### src/rtl/vip_pkg.sv
// Shared encodings and helpers for the vip_pattern_gen test-pattern source.
package vip_pkg;

   // Pattern selector carried on cfg_mode
   typedef enum logic [1:0] {
      MODE_SOLID = 2'd0,
      MODE_RAMP  = 2'd1,
      MODE_BARS  = 2'd2,
      MODE_CHECK = 2'd3
   } mode_e;

   // Sequencer states
   typedef enum logic [1:0] {
      ST_IDLE = 2'd0,
      ST_RUN  = 2'd1,
      ST_GAP  = 2'd2
   } state_e;

   // Index of the final colour bar; the bar counter saturates here
   localparam logic [2:0] BAR_LAST = 3'd7;

   // Bar i -> {R,G,B} on/off; walks white, yellow, cyan, green, magenta, red, blue, black
   function automatic logic [2:0] bar_rgb(input logic [2:0] bar);
      return {~bar[1], ~bar[2], ~bar[0]};
   endfunction

endpackage

### src/rtl/vip_pattern_gen_if.sv
// FIFO write bus between the pattern source (master) and the downstream FIFO (slave).
interface vip_pattern_gen_if #(
   parameter int DWIDTH = 24
);
   logic [DWIDTH-1:0] fifo_data;
   logic              fifo_wrreq;
   logic              fifo_full;

   modport master (output fifo_data, output fifo_wrreq, input fifo_full);
   modport slave  (input fifo_data, input fifo_wrreq, output fifo_full);
endinterface

### src/rtl/vip_pattern_pixel.sv
// Combinational pixel generator: maps the current (x, y, f) position, bar index
// and latched configuration to one packed pixel. Channel 0 is the MS field.
module vip_pattern_pixel
   import vip_pkg::*;
#(
   parameter int  CH_WIDTH   = 8,
   parameter int  CHANNELS   = 3,
   parameter int  DIM_WIDTH  = 11,
   parameter int  CHECK_LOG2 = 3,
   localparam int DWIDTH     = CH_WIDTH * CHANNELS
) (
   input  mode_e                mode,
   input  logic [DIM_WIDTH-1:0] x,
   input  logic [DIM_WIDTH-1:0] y,
   input  logic [DIM_WIDTH-1:0] f,
   input  logic [2:0]           bar,
   input  logic [DWIDTH-1:0]    color,
   output logic [DWIDTH-1:0]    pixel
);

   logic [DIM_WIDTH-1:0] w_sum;
   logic [2:0]           w_rgb;
   logic                 w_check;
   logic                 w_unused_y;

   // Ramp advances one code per pixel and shifts by one code per frame
   assign w_sum      = x + f;
   assign w_rgb      = bar_rgb(bar);
   // Squares flip polarity on alternate frames so the board appears to move
   assign w_check    = x[CHECK_LOG2] ^ y[CHECK_LOG2] ^ f[0];
   // Only one bit of y selects the square row; the rest is intentionally ignored
   assign w_unused_y = ^y;

   // Select the pattern and replicate per-channel values across the pixel
   always_comb begin
      pixel = '0;
      case (mode)
         MODE_SOLID: pixel = color;
         MODE_RAMP: begin
            for (int c = 0; c < CHANNELS; c++)
               pixel[(CHANNELS-1-c)*CH_WIDTH +: CH_WIDTH] = CH_WIDTH'(w_sum);
         end
         MODE_BARS: begin
            for (int c = 0; c < CHANNELS; c++)
               pixel[(CHANNELS-1-c)*CH_WIDTH +: CH_WIDTH] = {CH_WIDTH{w_rgb[2 - (c % 3)]}};
         end
         MODE_CHECK: pixel = w_check ? color : '0;
         default:    pixel = '0;
      endcase
   end

endmodule

### src/rtl/vip_pattern_gen.sv
// Parametrised video test-pattern source. Sequences x/y/frame counters over a
// latched geometry, writes pixels into the downstream FIFO with full-flag
// backpressure, optionally idles between frames, and supports abort.
module vip_pattern_gen
   import vip_pkg::*;
#(
   parameter int  CH_WIDTH   = 8,
   parameter int  CHANNELS   = 3,
   parameter int  DIM_WIDTH  = 11,
   parameter int  CHECK_LOG2 = 3,
   parameter int  GAP_CYCLES = 0,
   localparam int DWIDTH     = CH_WIDTH * CHANNELS
) (
   input  logic                 clock,
   input  logic                 reset,
   input  logic                 start,
   input  logic                 abort,
   input  logic [DIM_WIDTH-1:0] cfg_width,
   input  logic [DIM_WIDTH-1:0] cfg_height,
   input  logic [DIM_WIDTH-1:0] cfg_num_frame,
   input  logic [1:0]           cfg_mode,
   input  logic [DWIDTH-1:0]    cfg_color,
   output logic [DIM_WIDTH-1:0] width,
   output logic [DIM_WIDTH-1:0] height,
   output logic [DIM_WIDTH-1:0] num_frame,
   output logic                 media_type,
   vip_pattern_gen_if.master    fifo,
   output logic                 busy,
   output logic                 frame_done,
   output logic                 seq_done
);

   localparam int              GAP_W    = (GAP_CYCLES > 1) ? $clog2(GAP_CYCLES) : 1;
   localparam logic [GAP_W-1:0] GAP_LAST = GAP_W'((GAP_CYCLES > 0) ? GAP_CYCLES - 1 : 0);

   // Control state
   state_e               r_state;
   logic [DIM_WIDTH-1:0] r_x;
   logic [DIM_WIDTH-1:0] r_y;
   logic [DIM_WIDTH-1:0] r_f;
   logic [GAP_W-1:0]     r_gap;
   logic [2:0]           r_bar;
   logic [DIM_WIDTH-1:0] r_bar_cnt;
   logic [DIM_WIDTH-1:0] r_width;
   logic [DIM_WIDTH-1:0] r_height;
   logic [DIM_WIDTH-1:0] r_num_frame;
   logic                 r_media;
   logic                 r_frame_done;
   logic                 r_seq_done;

   // Latched pattern configuration (no reset needed: only observed in RUN)
   mode_e                r_mode;
   logic [DWIDTH-1:0]    r_color;
   logic [DIM_WIDTH-1:0] r_bar_len;

   logic                 w_cfg_ok;
   logic                 w_launch;
   logic                 w_accept;
   logic                 w_last_x;
   logic                 w_last_y;
   logic                 w_last_f;
   logic                 w_bar_step;
   logic [DIM_WIDTH-1:0] w_cfg_bar_len;
   logic [DWIDTH-1:0]    w_pixel;

   assign w_cfg_ok      = (|cfg_width) && (|cfg_height) && (|cfg_num_frame);
   assign w_launch      = (r_state == ST_IDLE) && start && w_cfg_ok && !abort;
   // Eight bars per line; very narrow lines still get one pixel per bar
   assign w_cfg_bar_len = ((cfg_width >> 3) == '0) ? DIM_WIDTH'(1) : (cfg_width >> 3);

   assign w_accept   = fifo.fifo_wrreq;
   assign w_last_x   = (r_x == r_width - DIM_WIDTH'(1));
   assign w_last_y   = (r_y == r_height - DIM_WIDTH'(1));
   assign w_last_f   = (r_f == r_num_frame - DIM_WIDTH'(1));
   assign w_bar_step = (r_bar_cnt == r_bar_len - DIM_WIDTH'(1));

   // Write strobe is purely combinational so a full flag stalls in the same cycle
   assign fifo.fifo_wrreq = (r_state == ST_RUN) && !fifo.fifo_full;
   assign fifo.fifo_data  = (r_state == ST_RUN) ? w_pixel : '0;

   assign width      = r_width;
   assign height     = r_height;
   assign num_frame  = r_num_frame;
   assign media_type = r_media;
   assign busy       = (r_state != ST_IDLE);
   assign frame_done = r_frame_done;
   assign seq_done   = r_seq_done;

   vip_pattern_pixel #(
      .CH_WIDTH   (CH_WIDTH),
      .CHANNELS   (CHANNELS),
      .DIM_WIDTH  (DIM_WIDTH),
      .CHECK_LOG2 (CHECK_LOG2)
   ) u_pixel (
      .mode  (r_mode),
      .x     (r_x),
      .y     (r_y),
      .f     (r_f),
      .bar   (r_bar),
      .color (r_color),
      .pixel (w_pixel)
   );

   // Capture pattern selection and bar length when a sequence is launched
   always_ff @(posedge clock) begin
      if (w_launch) begin
         r_mode    <= mode_e'(cfg_mode);
         r_color   <= cfg_color;
         r_bar_len <= w_cfg_bar_len;
      end
   end

   // Sequencer: state, raster counters, geometry latch and done pulses
   always_ff @(posedge clock) begin
      if (reset) begin
         r_state      <= ST_IDLE;
         r_x          <= '0;
         r_y          <= '0;
         r_f          <= '0;
         r_gap        <= '0;
         r_bar        <= '0;
         r_bar_cnt    <= '0;
         r_width      <= '0;
         r_height     <= '0;
         r_num_frame  <= '0;
         r_media      <= 1'b0;
         r_frame_done <= 1'b0;
         r_seq_done   <= 1'b0;
      end else begin
         r_frame_done <= 1'b0;
         r_seq_done   <= 1'b0;
         if (abort) begin
            // Abort wins over everything; geometry outputs are left as they were
            r_state   <= ST_IDLE;
            r_x       <= '0;
            r_y       <= '0;
            r_f       <= '0;
            r_gap     <= '0;
            r_bar     <= '0;
            r_bar_cnt <= '0;
         end else begin
            case (r_state)
               ST_IDLE: begin
                  if (start && w_cfg_ok) begin
                     r_width     <= cfg_width;
                     r_height    <= cfg_height;
                     r_num_frame <= cfg_num_frame;
                     r_media     <= (cfg_num_frame > DIM_WIDTH'(1));
                     r_x         <= '0;
                     r_y         <= '0;
                     r_f         <= '0;
                     r_gap       <= '0;
                     r_bar       <= '0;
                     r_bar_cnt   <= '0;
                     r_state     <= ST_RUN;
                  end
               end
               ST_RUN: begin
                  if (w_accept) begin
                     if (w_last_x) begin
                        r_x       <= '0;
                        r_bar     <= '0;
                        r_bar_cnt <= '0;
                        if (w_last_y) begin
                           r_y          <= '0;
                           r_frame_done <= 1'b1;
                           if (w_last_f) begin
                              r_seq_done <= 1'b1;
                              r_f        <= '0;
                              r_state    <= ST_IDLE;
                           end else begin
                              r_f <= r_f + DIM_WIDTH'(1);
                              if (GAP_CYCLES > 0) begin
                                 r_gap   <= '0;
                                 r_state <= ST_GAP;
                              end
                           end
                        end else begin
                           r_y <= r_y + DIM_WIDTH'(1);
                        end
                     end else begin
                        r_x <= r_x + DIM_WIDTH'(1);
                        if (w_bar_step) begin
                           r_bar_cnt <= '0;
                           if (r_bar != BAR_LAST)
                              r_bar <= r_bar + 3'd1;
                        end else begin
                           r_bar_cnt <= r_bar_cnt + DIM_WIDTH'(1);
                        end
                     end
                  end
               end
               ST_GAP: begin
                  if (r_gap == GAP_LAST) begin
                     r_gap   <= '0;
                     r_state <= ST_RUN;
                  end else begin
                     r_gap <= r_gap + GAP_W'(1);
                  end
               end
               default: r_state <= ST_IDLE;
            endcase
         end
      end
   end

endmodule

### src/flat_wrapper.sv
// flat-port wrapper written by rule: the top's interface ports become plain ports
module vip_pattern_gen_flat import vip_pkg::*;
#(
   parameter int  CH_WIDTH   = 8,
   parameter int  CHANNELS   = 3,
   parameter int  DIM_WIDTH  = 11,
   parameter int  CHECK_LOG2 = 3,
   parameter int  GAP_CYCLES = 0,
   localparam int DWIDTH     = CH_WIDTH * CHANNELS
)
  (clock, reset, start, abort, cfg_width, cfg_height, cfg_num_frame, cfg_mode, cfg_color, width, height, num_frame, media_type, busy, frame_done, seq_done, fifo_fifo_data, fifo_fifo_wrreq, fifo_fifo_full);
  vip_pattern_gen_if #(.DWIDTH((24))) fifo_i ();
  input  logic clock;
  input  logic reset;
  input  logic start;
  input  logic abort;
  input  logic [DIM_WIDTH-1:0] cfg_width;
  input  logic [DIM_WIDTH-1:0] cfg_height;
  input  logic [DIM_WIDTH-1:0] cfg_num_frame;
  input  logic [1:0] cfg_mode;
  input  logic [DWIDTH-1:0] cfg_color;
  output logic [DIM_WIDTH-1:0] width;
  output logic [DIM_WIDTH-1:0] height;
  output logic [DIM_WIDTH-1:0] num_frame;
  output logic media_type;
  output logic busy;
  output logic frame_done;
  output logic seq_done;
  output wire logic [$bits(fifo_i.fifo_data)-1:0] fifo_fifo_data;
  output wire logic [$bits(fifo_i.fifo_wrreq)-1:0] fifo_fifo_wrreq;
  input wire logic [$bits(fifo_i.fifo_full)-1:0] fifo_fifo_full;
  assign fifo_fifo_data = fifo_i.fifo_data;
  assign fifo_fifo_wrreq = fifo_i.fifo_wrreq;
  assign fifo_i.fifo_full = fifo_fifo_full;
  vip_pattern_gen #(.CH_WIDTH(CH_WIDTH), .CHANNELS(CHANNELS), .DIM_WIDTH(DIM_WIDTH), .CHECK_LOG2(CHECK_LOG2), .GAP_CYCLES(GAP_CYCLES)) u_core (.clock(clock), .reset(reset), .start(start), .abort(abort), .cfg_width(cfg_width), .cfg_height(cfg_height), .cfg_num_frame(cfg_num_frame), .cfg_mode(cfg_mode), .cfg_color(cfg_color), .width(width), .height(height), .num_frame(num_frame), .media_type(media_type), .fifo(fifo_i), .busy(busy), .frame_done(frame_done), .seq_done(seq_done));
endmodule
### config.mk
export PLATFORM = sky130hd
export DESIGN_NAME = vip_pattern_gen_flat
export DESIGN_NICKNAME = d
export VERILOG_FILES = /design/src/rtl/vip_pkg.sv /design/src/rtl/vip_pattern_gen_if.sv /design/src/rtl/vip_pattern_pixel.sv /design/src/rtl/vip_pattern_gen.sv /design/src/flat_wrapper.sv
export SDC_FILE = /design/constraint.sdc
export NUM_CORES = 1
export LEC_CHECK = 0
export CAP_MARGIN = 20
export CORE_MARGIN = 1
export CORE_UTILIZATION = 53
export DETAILED_ROUTE_END_ITERATION = 8
export PLACE_DENSITY = 0.81
export SLEW_MARGIN = 40
export SYNTH_ARGS = -nofsm -noshare
export SYNTH_HDL_FRONTEND = slang
export SYNTH_SLANG_ARGS = --single-unit
export TNS_END_PERCENT = 50
### constraint.sdc
create_clock -name clock -period 3.8 [get_ports clock]
set_input_delay 0.76 -clock clock [delete_from_list [all_inputs] [get_ports clock]]
set_output_delay 0.76 -clock clock [all_outputs]
set_load 0.005 [all_outputs]
==> results.txt, run 1 <==
Min Tclk post-route = 3590 ps
Status = completed
Synthesized Nets = 859
Fmax = 0.279 GHz
CP endpoint kind = output pin
Yosys top cell area share = 25.3%
Root Buffer = clkbuf_16
Row count = 40
Compound-Gate Fraction of Synth Area = 15.5%
Core box area = 12100 sq um
Power per cell area = 380 nW/um^2
Pin count of the biggest net entering global routing = 37
Seq. cell area = 2710 sq um
Largest family of logic cells by synthesized area = simple AND/OR/NAND/NOR gates
CTS tree = yes
Gate power share = 12.8%
Clk_lat worst skew = 420 ps
CTS sink cnt = 118
Util after Layout = 70.9%
Internal = 2.43 mW
Slowest-stage cell, CP = clkdlybuf4s50_1
Crit path cell chain = ha_1, a21o_1, a21oi_2, o21bai_1, a21oi_2, o21ai_0, xnor2_1, nand3_1, o21ai_0, clkdlybuf4s50_1
Starting Density = 54.8%
Worst hold path class = register to register
N_diodes = 0
Critical Path RT = 3040 ps
Library cells used by synthesis = 68
Slew Limit Fails = 0
Leakage = 3.01 nW
Area grow syn2layout = 29.3%
Largest stage delay on the critical path = 530 ps
Syn Std Cell Area = 6640 sq um
Post-synth top cells = 109 x nand2_1, 85 x a21oi_1, 84 x dfxtp_1, 69 x nor2_1, 51 x xnor2_1
Crit share post-route = 94.4%
EDFF count, synth = 34
Critical path class = register to output pin
Crit path buf inv count = 1
Post-Synth XOR/XNOR Area = 10.9%
Port buffer count = 125
Vias = 6352
HPWL after detailed placement = 13.6 mm
Layout cells sized above 1 = 7.88%
Fin cells = 1069
Sequential area share after synthesis = 40.7%
CTS buffer count = 17
VDD IR max = 0.310 mV
Syn Inst Count = 777
Total routed wirelength = 18.9 mm
Simple-gate share of the synthesized area = 23.9%
CTS clk-pin slew, worst paths = 60 ps
Placer Congestion = 0.867
I/O Pins = 126
Syn Area/Cell = 8.55 sq um
Synth area leaders = dfxtp_1 25%, edfxtp_1 15%, xnor2_1 6.7%
Vias in the first global route = 6130
RSZ-0062 raised after global routing = false
Initial drt markers = 551
Mux cell area share after synthesis = 1.45%
Antenna violations before repair = 0
First-pass GRT wire length = 29.8 mm
Clock share of power = 45.0%
Post-Synth Adder-Cell Area = 3.50%
TNS Setup = 0 ps
Asr flop ratio synth = 0%
CP Max Fanout = 6
Placed cell count = 1037
Crit start category = register
Number of nets with antenna violations after routing = 0
Synth Warn # = 0
Fin Hold WS = 494 ps
Synthesis-stage register bit count = 118
Tot GR Track Use = 29.7%
NetSw = 0.827 mW
Crit-path leading delay family = compound AO/OA/AOI/OAI gates
Fin. Hold Viols = 0
Multi-input gate area = 3690 sq um
Remaining Overflow, GRT = 0
CTS HTree Levels = 4
Synth area leader = dfxtp_1
Die ar. = 13000 sq um
Max clock buf depth = 2
Primary FF master, synth = dfxtp_1
Die boundary width = 114 microns
Tightest Pin Transition = 770 ps
Vias per Instance = 5.94
Critical Path AT = 2830 ps
Switching share of power = 25.4%
Number of remaining DRC errors = 0
Max-cap violation count = 0
Setup violations, final = 0
TritonRoute pass-1 iters = 5
Die H = 114 microns
Clk_skew = 9.31 ps
Slew headroom = 48.0%
Most frequent cell after synthesis = nand2_1
Fill count = 922
Final nets = 970
Register share of total power = 42.3%
Drt wl/cell = 17.7 microns
==> timing repair <==
item                                   in CTS  in global routing
setup buffers                               0                  0
endpoints found under the hold margin       0                  0
hold buffers                                0                  0
setup endpoints to repair                   6                  4
resized for setup                           8                  7
pin swaps                                   0                  1
==> metrics by stage <==
stage	power (mW)	worst slack [ps]	area, sq um
global route	3.36	28.8	8580
floorplan	1.62	282	6640
CTS	3.26	0.810	8570
detailed placement	1.81	65.9	8020
finish	3.26	213	8580
global placement	1.79	269	8020
==> power groups by stage <==
stage	combinational, mW	sequential (mW)	clock, mW
floorplan	0.234	1.39	0
global placement	0.393	1.40	0
detailed placement	0.406	1.40	0
CTS	0.413	1.38	1.47
global route	0.450	1.38	1.53
finish	0.416	1.38	1.47
==> worst paths after layout <==
check,start,to,slack [ps],depth (start not counted)
setup / recovery,u_core.r_f[1]$_SDFFE_PP0P_,fifo_fifo_data[23],210,10
hold / removal,u_core.r_f[10]$_SDFFE_PP0P_,u_core.r_f[10]$_SDFFE_PP0P_,490,2
setup reg to reg,u_core.height[0]$_SDFFE_PP0P_,u_core.r_f[8]$_SDFFE_PP0P_,390,10
hold reg to reg,u_core.r_f[10]$_SDFFE_PP0P_,u_core.r_f[10]$_SDFFE_PP0P_,490,2
==> per-layer routing <==
| layer | track usage [%] | vias up | routed length (microns) |
|---|---|---|---|
| li1 | - | 3006 | - |
| met1 | 36.0 | 3012 | 7870 |
| met2 | 48.3 | 277 | 8940 |
| met3 | 7.97 | 57 | 1370 |
| met4 | 15.6 | 0 | 706 |
| met5 | 0 | - | 0 |
==> flip-flops by register name (all words and copies together), names as in the netlist, 2 cells and up <==
register	flops
u_core.r_bar_cnt	11
u_core.r_bar_len	8
u_core.r_f	11
u_core.r_x	11
u_core.r_mode	2
u_core.width	11
u_core.height	11
u_core.r_bar	3
u_core.r_color	24
u_core.r_y	11
u_core.num_frame	11
==> cell families (layout without fill, tap and decap cells) <==
| logic type | count (synthesis) | after routing |
|---|---|---|
| adder cells (fa/ha/maj) | 18 | 18 |
| AO/OA/AOI/OAI | 164 | 164 |
| buffers and inverters | 66 | 190 |
| XOR/XNOR | 83 | 83 |
| AND/OR/NAND/NOR | 319 | 319 |
| multiplexers | 9 | 9 |
| flip-flops | 118 | 118 |
==> layout make-up <==
type,count,share of cell area (%)
Sequential cell,118,31.6
Tap cell,168,2.45
Inverter,22,0.962
Timing Repair Buffer,136,15.7
Clock buffer,23,5.68
Clock inverter,9,0.598
Multi-Input combinational cell,593,43.0
==> layout by cell type, fill, tap and decap left out, drive strengths merged, types with 5 or more instances in the layout <==
cell and count:
a31oi 6, o21ai 15, or4 13, nor4 13, nand2b 6, or3 6, clkinv 6, nand2 109
and3 10, clkdlybuf4s50 122, nand4 13, nor2 69, a21oi 86, nand3 24, nor3 24, and2 6
xor2 32, buf 11, clkbuf 23, inv 23, o211ai 6, o31ai 9, mux2 5, a221oi 11
ha 17, edfxtp 34, dfxtp 84, xnor2 51
==> tightest hold or removal path, stage by stage (launching register included) <==
cell and delay [ps]:
dfxtp_1 330, o41ai_1 60, a21oi_1 60
No activity file was read; power rests on OpenSTA's default activity.
==> run 2, diff against run 1 <==
Settings changed: CELL_PAD_IN_SITES_DETAIL_PLACEMENT set to 1, CELL_PAD_IN_SITES_GLOBAL_PLACEMENT set to 1, CORE_UTILIZATION 53 to 39, PLACE_DENSITY 0.81 to 0.8.
==> results.txt, run 2 (synthesized netlist as in run 1, its figures left out) <==
Clk_skew = 8.52 ps (was 9.31 ps)
Crit path buf inv count = 1 (unchanged)
Setup violations, final = 0 (unchanged)
Hold path depth = 2 (unchanged)
Clk_lat worst skew = 430 ps (was 420 ps)
Util after Layout = 52.5% (was 70.9%)
RSZ-0062 raised after global routing = false (unchanged)
Remaining Overflow, GRT = 0 (unchanged)
Layout cells sized above 1 = 8.19% (was 7.88%)
Die boundary width = 132 microns (was 114 microns)
Hold_buf cts = 0 (unchanged)
Hold Path Sink = u_core.num_frame[10]$_SDFFE_PP0P_ (was u_core.r_f[10]$_SDFFE_PP0P_)
Critical path class = register to output pin (unchanged)
Crit share post-route = 97.3% (was 94.4%)
Placer Congestion = 0.811 (was 0.867)
Clock share of power = 45.4% (was 45.0%)
Number of remaining DRC errors = 0 (unchanged)
Status = completed (unchanged)
CTS buffer count = 17 (unchanged)
Die ar. = 17600 sq um (was 13000 sq um)
Vias per Instance = 5.60 (was 5.94)
Worst hold path class = register to register (unchanged)
Row count = 47 (was 40)
Slew headroom = 50.4% (was 48.0%)
Leakage = 3.05 nW (was 3.01 nW)
Initial drt markers = 416 (was 551)
Internal = 2.47 mW (was 2.43 mW)
N_diodes = 0 (unchanged)
Area post-placement = 8090 sq um (was 8020 sq um)
First-pass GRT wire length = 34.1 mm (was 29.8 mm)
Fill count = 1967 (was 922)
Total routed wirelength = 21.5 mm (was 18.9 mm)
CTS sink cnt = 118 (unchanged)
Critical Path RT = 3040 ps (about the same)
Final Cell Area = 8700 sq um (was 8580 sq um)
Fmax = 0.271 GHz (was 0.279 GHz)
Seq. cell area = 2710 sq um (about the same)
Starting Density = 40.0% (was 54.8%)
Number of flip-flops in the largest register = 24 (unchanged)
Multi-input gate area = 3720 sq um (was 3690 sq um)
Worst reg2reg path startpoint = u_core.width[0]$_SDFFE_PP0P_ (was u_core.height[0]$_SDFFE_PP0P_)
Max clock buf depth = 2 (unchanged)
Max-cap violation count = 0 (unchanged)
Slew Limit Fails = 0 (unchanged)
CP endpoint kind = output pin (unchanged)
Pin count of the biggest net entering global routing = 38 (was 37)
CP Max Fanout = 6 (unchanged)
Vias in the first global route = 6328 (was 6130)
Area grow syn2layout = 31.1% (was 29.3%)
Fin. Hold Viols = 0 (unchanged)
R2r worst-path depth = 10 (unchanged)
Port buffer count = 125 (unchanged)
Crit Reg-Reg Endpoint = u_core.r_bar_cnt[7]$_SDFFE_PP0P_ (was u_core.r_f[8]$_SDFFE_PP0P_)
Tightest Pin Transition = 741 ps (was 770 ps)
Crit start category = register (unchanged)
Tot GR Track Use = 25.1% (was 29.7%)
TritonRoute pass-1 iters = 4 (was 5)
Switching share of power = 25.1% (was 25.4%)
Gate power share = 12.9% (was 12.8%)
Final nets = 972 (was 970)
Commonest non-fill, non-tap cells in the layout = 122 x clkdlybuf4s50_1, 109 x nand2_1, 80 x a21oi_1, 79 x dfxtp_1, 69 x nor2_1 (was 122 x clkdlybuf4s50_1, 109 x nand2_1, 82 x a21oi_1, 79 x dfxtp_1, 69 x nor2_1)
Fin Hold WS = 500 ps (was 494 ps)
Register share of total power = 41.7% (was 42.3%)
Drt wl/cell = 19.1 microns (was 17.7 microns)
Die H = 132 microns (was 114 microns)
Antenna violations before repair = 0 (unchanged)
Power per cell area = 379 nW/um^2 (was 380 nW/um^2)
I/O Pins = 126 (unchanged)
Min-Delay Startpoint = u_core.num_frame[10]$_SDFFE_PP0P_ (was u_core.r_f[10]$_SDFFE_PP0P_)
HPWL after detailed placement = 15.5 mm (was 13.6 mm)
Min Tclk post-route = 3700 ps (was 3590 ps)
FF-to-FF setup slack = 340 ps (was 390 ps)
Vias = 6293 (was 6352)
Crit-path leading delay family = compound AO/OA/AOI/OAI gates (unchanged)
Critical Path AT = 2940 ps (was 2830 ps)
VDD IR max = 0.334 mV (was 0.310 mV)
CTS clk-pin slew, worst paths = 60 ps (about the same)
Crit path cell chain = ha_1, a21o_1, a21oi_2, o21bai_1, a21oi_2, o21ai_0, xnor2_1, nand3_1, o21ai_0, clkdlybuf4s50_1 (unchanged)
Largest stage delay on the critical path = 540 ps (was 530 ps)
CTS tree = yes (unchanged)
Most common cell after layout, fill and taps aside = clkdlybuf4s50_1 (unchanged)
Number of nets with antenna violations after routing = 0 (unchanged)
NetSw = 0.829 mW (was 0.827 mW)
TNS Setup = 0 ps (unchanged)
CTS HTree Levels = 4 (unchanged)
Core box area = 16600 sq um (was 12100 sq um)
Slowest-stage cell, CP = clkdlybuf4s50_1 (unchanged)
Final Power = 3.30 mW (was 3.26 mW)
Root Buffer = clkbuf_16 (unchanged)
Top reg by flops = u_core.r_color (unchanged)
-- run 2: per-layer routing --
metal | part of all wire (%) | vias to the layer above | GRT usage (%)
met5 | 0 | - | 0
met4 | 1.8 | 0 | 9.07
met3 | 4.1 | 29 | 4.87
met2 | 50 | 160 | 42.7
met1 | 44 | 3099 | 31.5
li1 | - | 3005 | -
-- run 2: worst max path at each step --
stage / from / to / slack [ps] / cells after the start
CTS: u_core.r_x[0]$_SDFFE_PP0P_ / fifo_fifo_data[22] / 3 / 10
detailed placement: cfg_width[3] / u_core.r_bar_cnt[7]$_SDFFE_PP0P_ / 190 / 8
finish: u_core.r_f[1]$_SDFFE_PP0P_ / fifo_fifo_data[15] / 100 / 10
global route: u_core.r_f[1]$_SDFFE_PP0P_ / fifo_fifo_data[7] / 10 / 10
global placement: cfg_width[3] / u_core.r_bar_cnt[4]$_SDFFE_PP0P_ / 370 / 8
floorplan: cfg_width[3] / u_core.r_bar_len[0]$_SDFFCE_PN1P_ / 280 / 7
-- run 2: metrics by stage --
stage               setup WS (ps)  instances
global placement              366       1090
finish                        104       1123
detailed placement            194       1090
CTS                          3.16       1122
floorplan                     282        777
global route                 9.83       1123
-- run 2: power by group through the flow --
stage	registers, mW	clock network, mW	logic (mW)
finish	1.38	1.50	0.426
global route	1.38	1.57	0.463
CTS	1.38	1.52	0.424
detailed placement	1.40	0	0.420
global placement	1.40	0	0.409
floorplan	1.39	0	0.234
-- run 2: area by class of cell --
type                    count  share of cell area, %
flip-flops and latches    118                   31.1
inverters                  22                  0.949
multi-input cells         593                   42.7
repair buffers            138                   15.7
clock buffers              29                   6.09
well taps                 220                   3.16
clock inverters             3                  0.172
-- run 2: worst min-delay path, cell delays in order, from the launching register on --
cell and delay [ps]:
dfxtp_1 330, nand2_1 70, a21oi_1 60
-- run 2: what timing repair did --
| action | 4_1_cts | 5_1_grt |
|---|---|---|
| resized for setup | 7 | 10 |
| setup buffers | 0 | 1 |
| endpoints found under the setup margin | 6 | 6 |
| pin swaps | 1 | 4 |
| hold endpoints to repair | 0 | 0 |
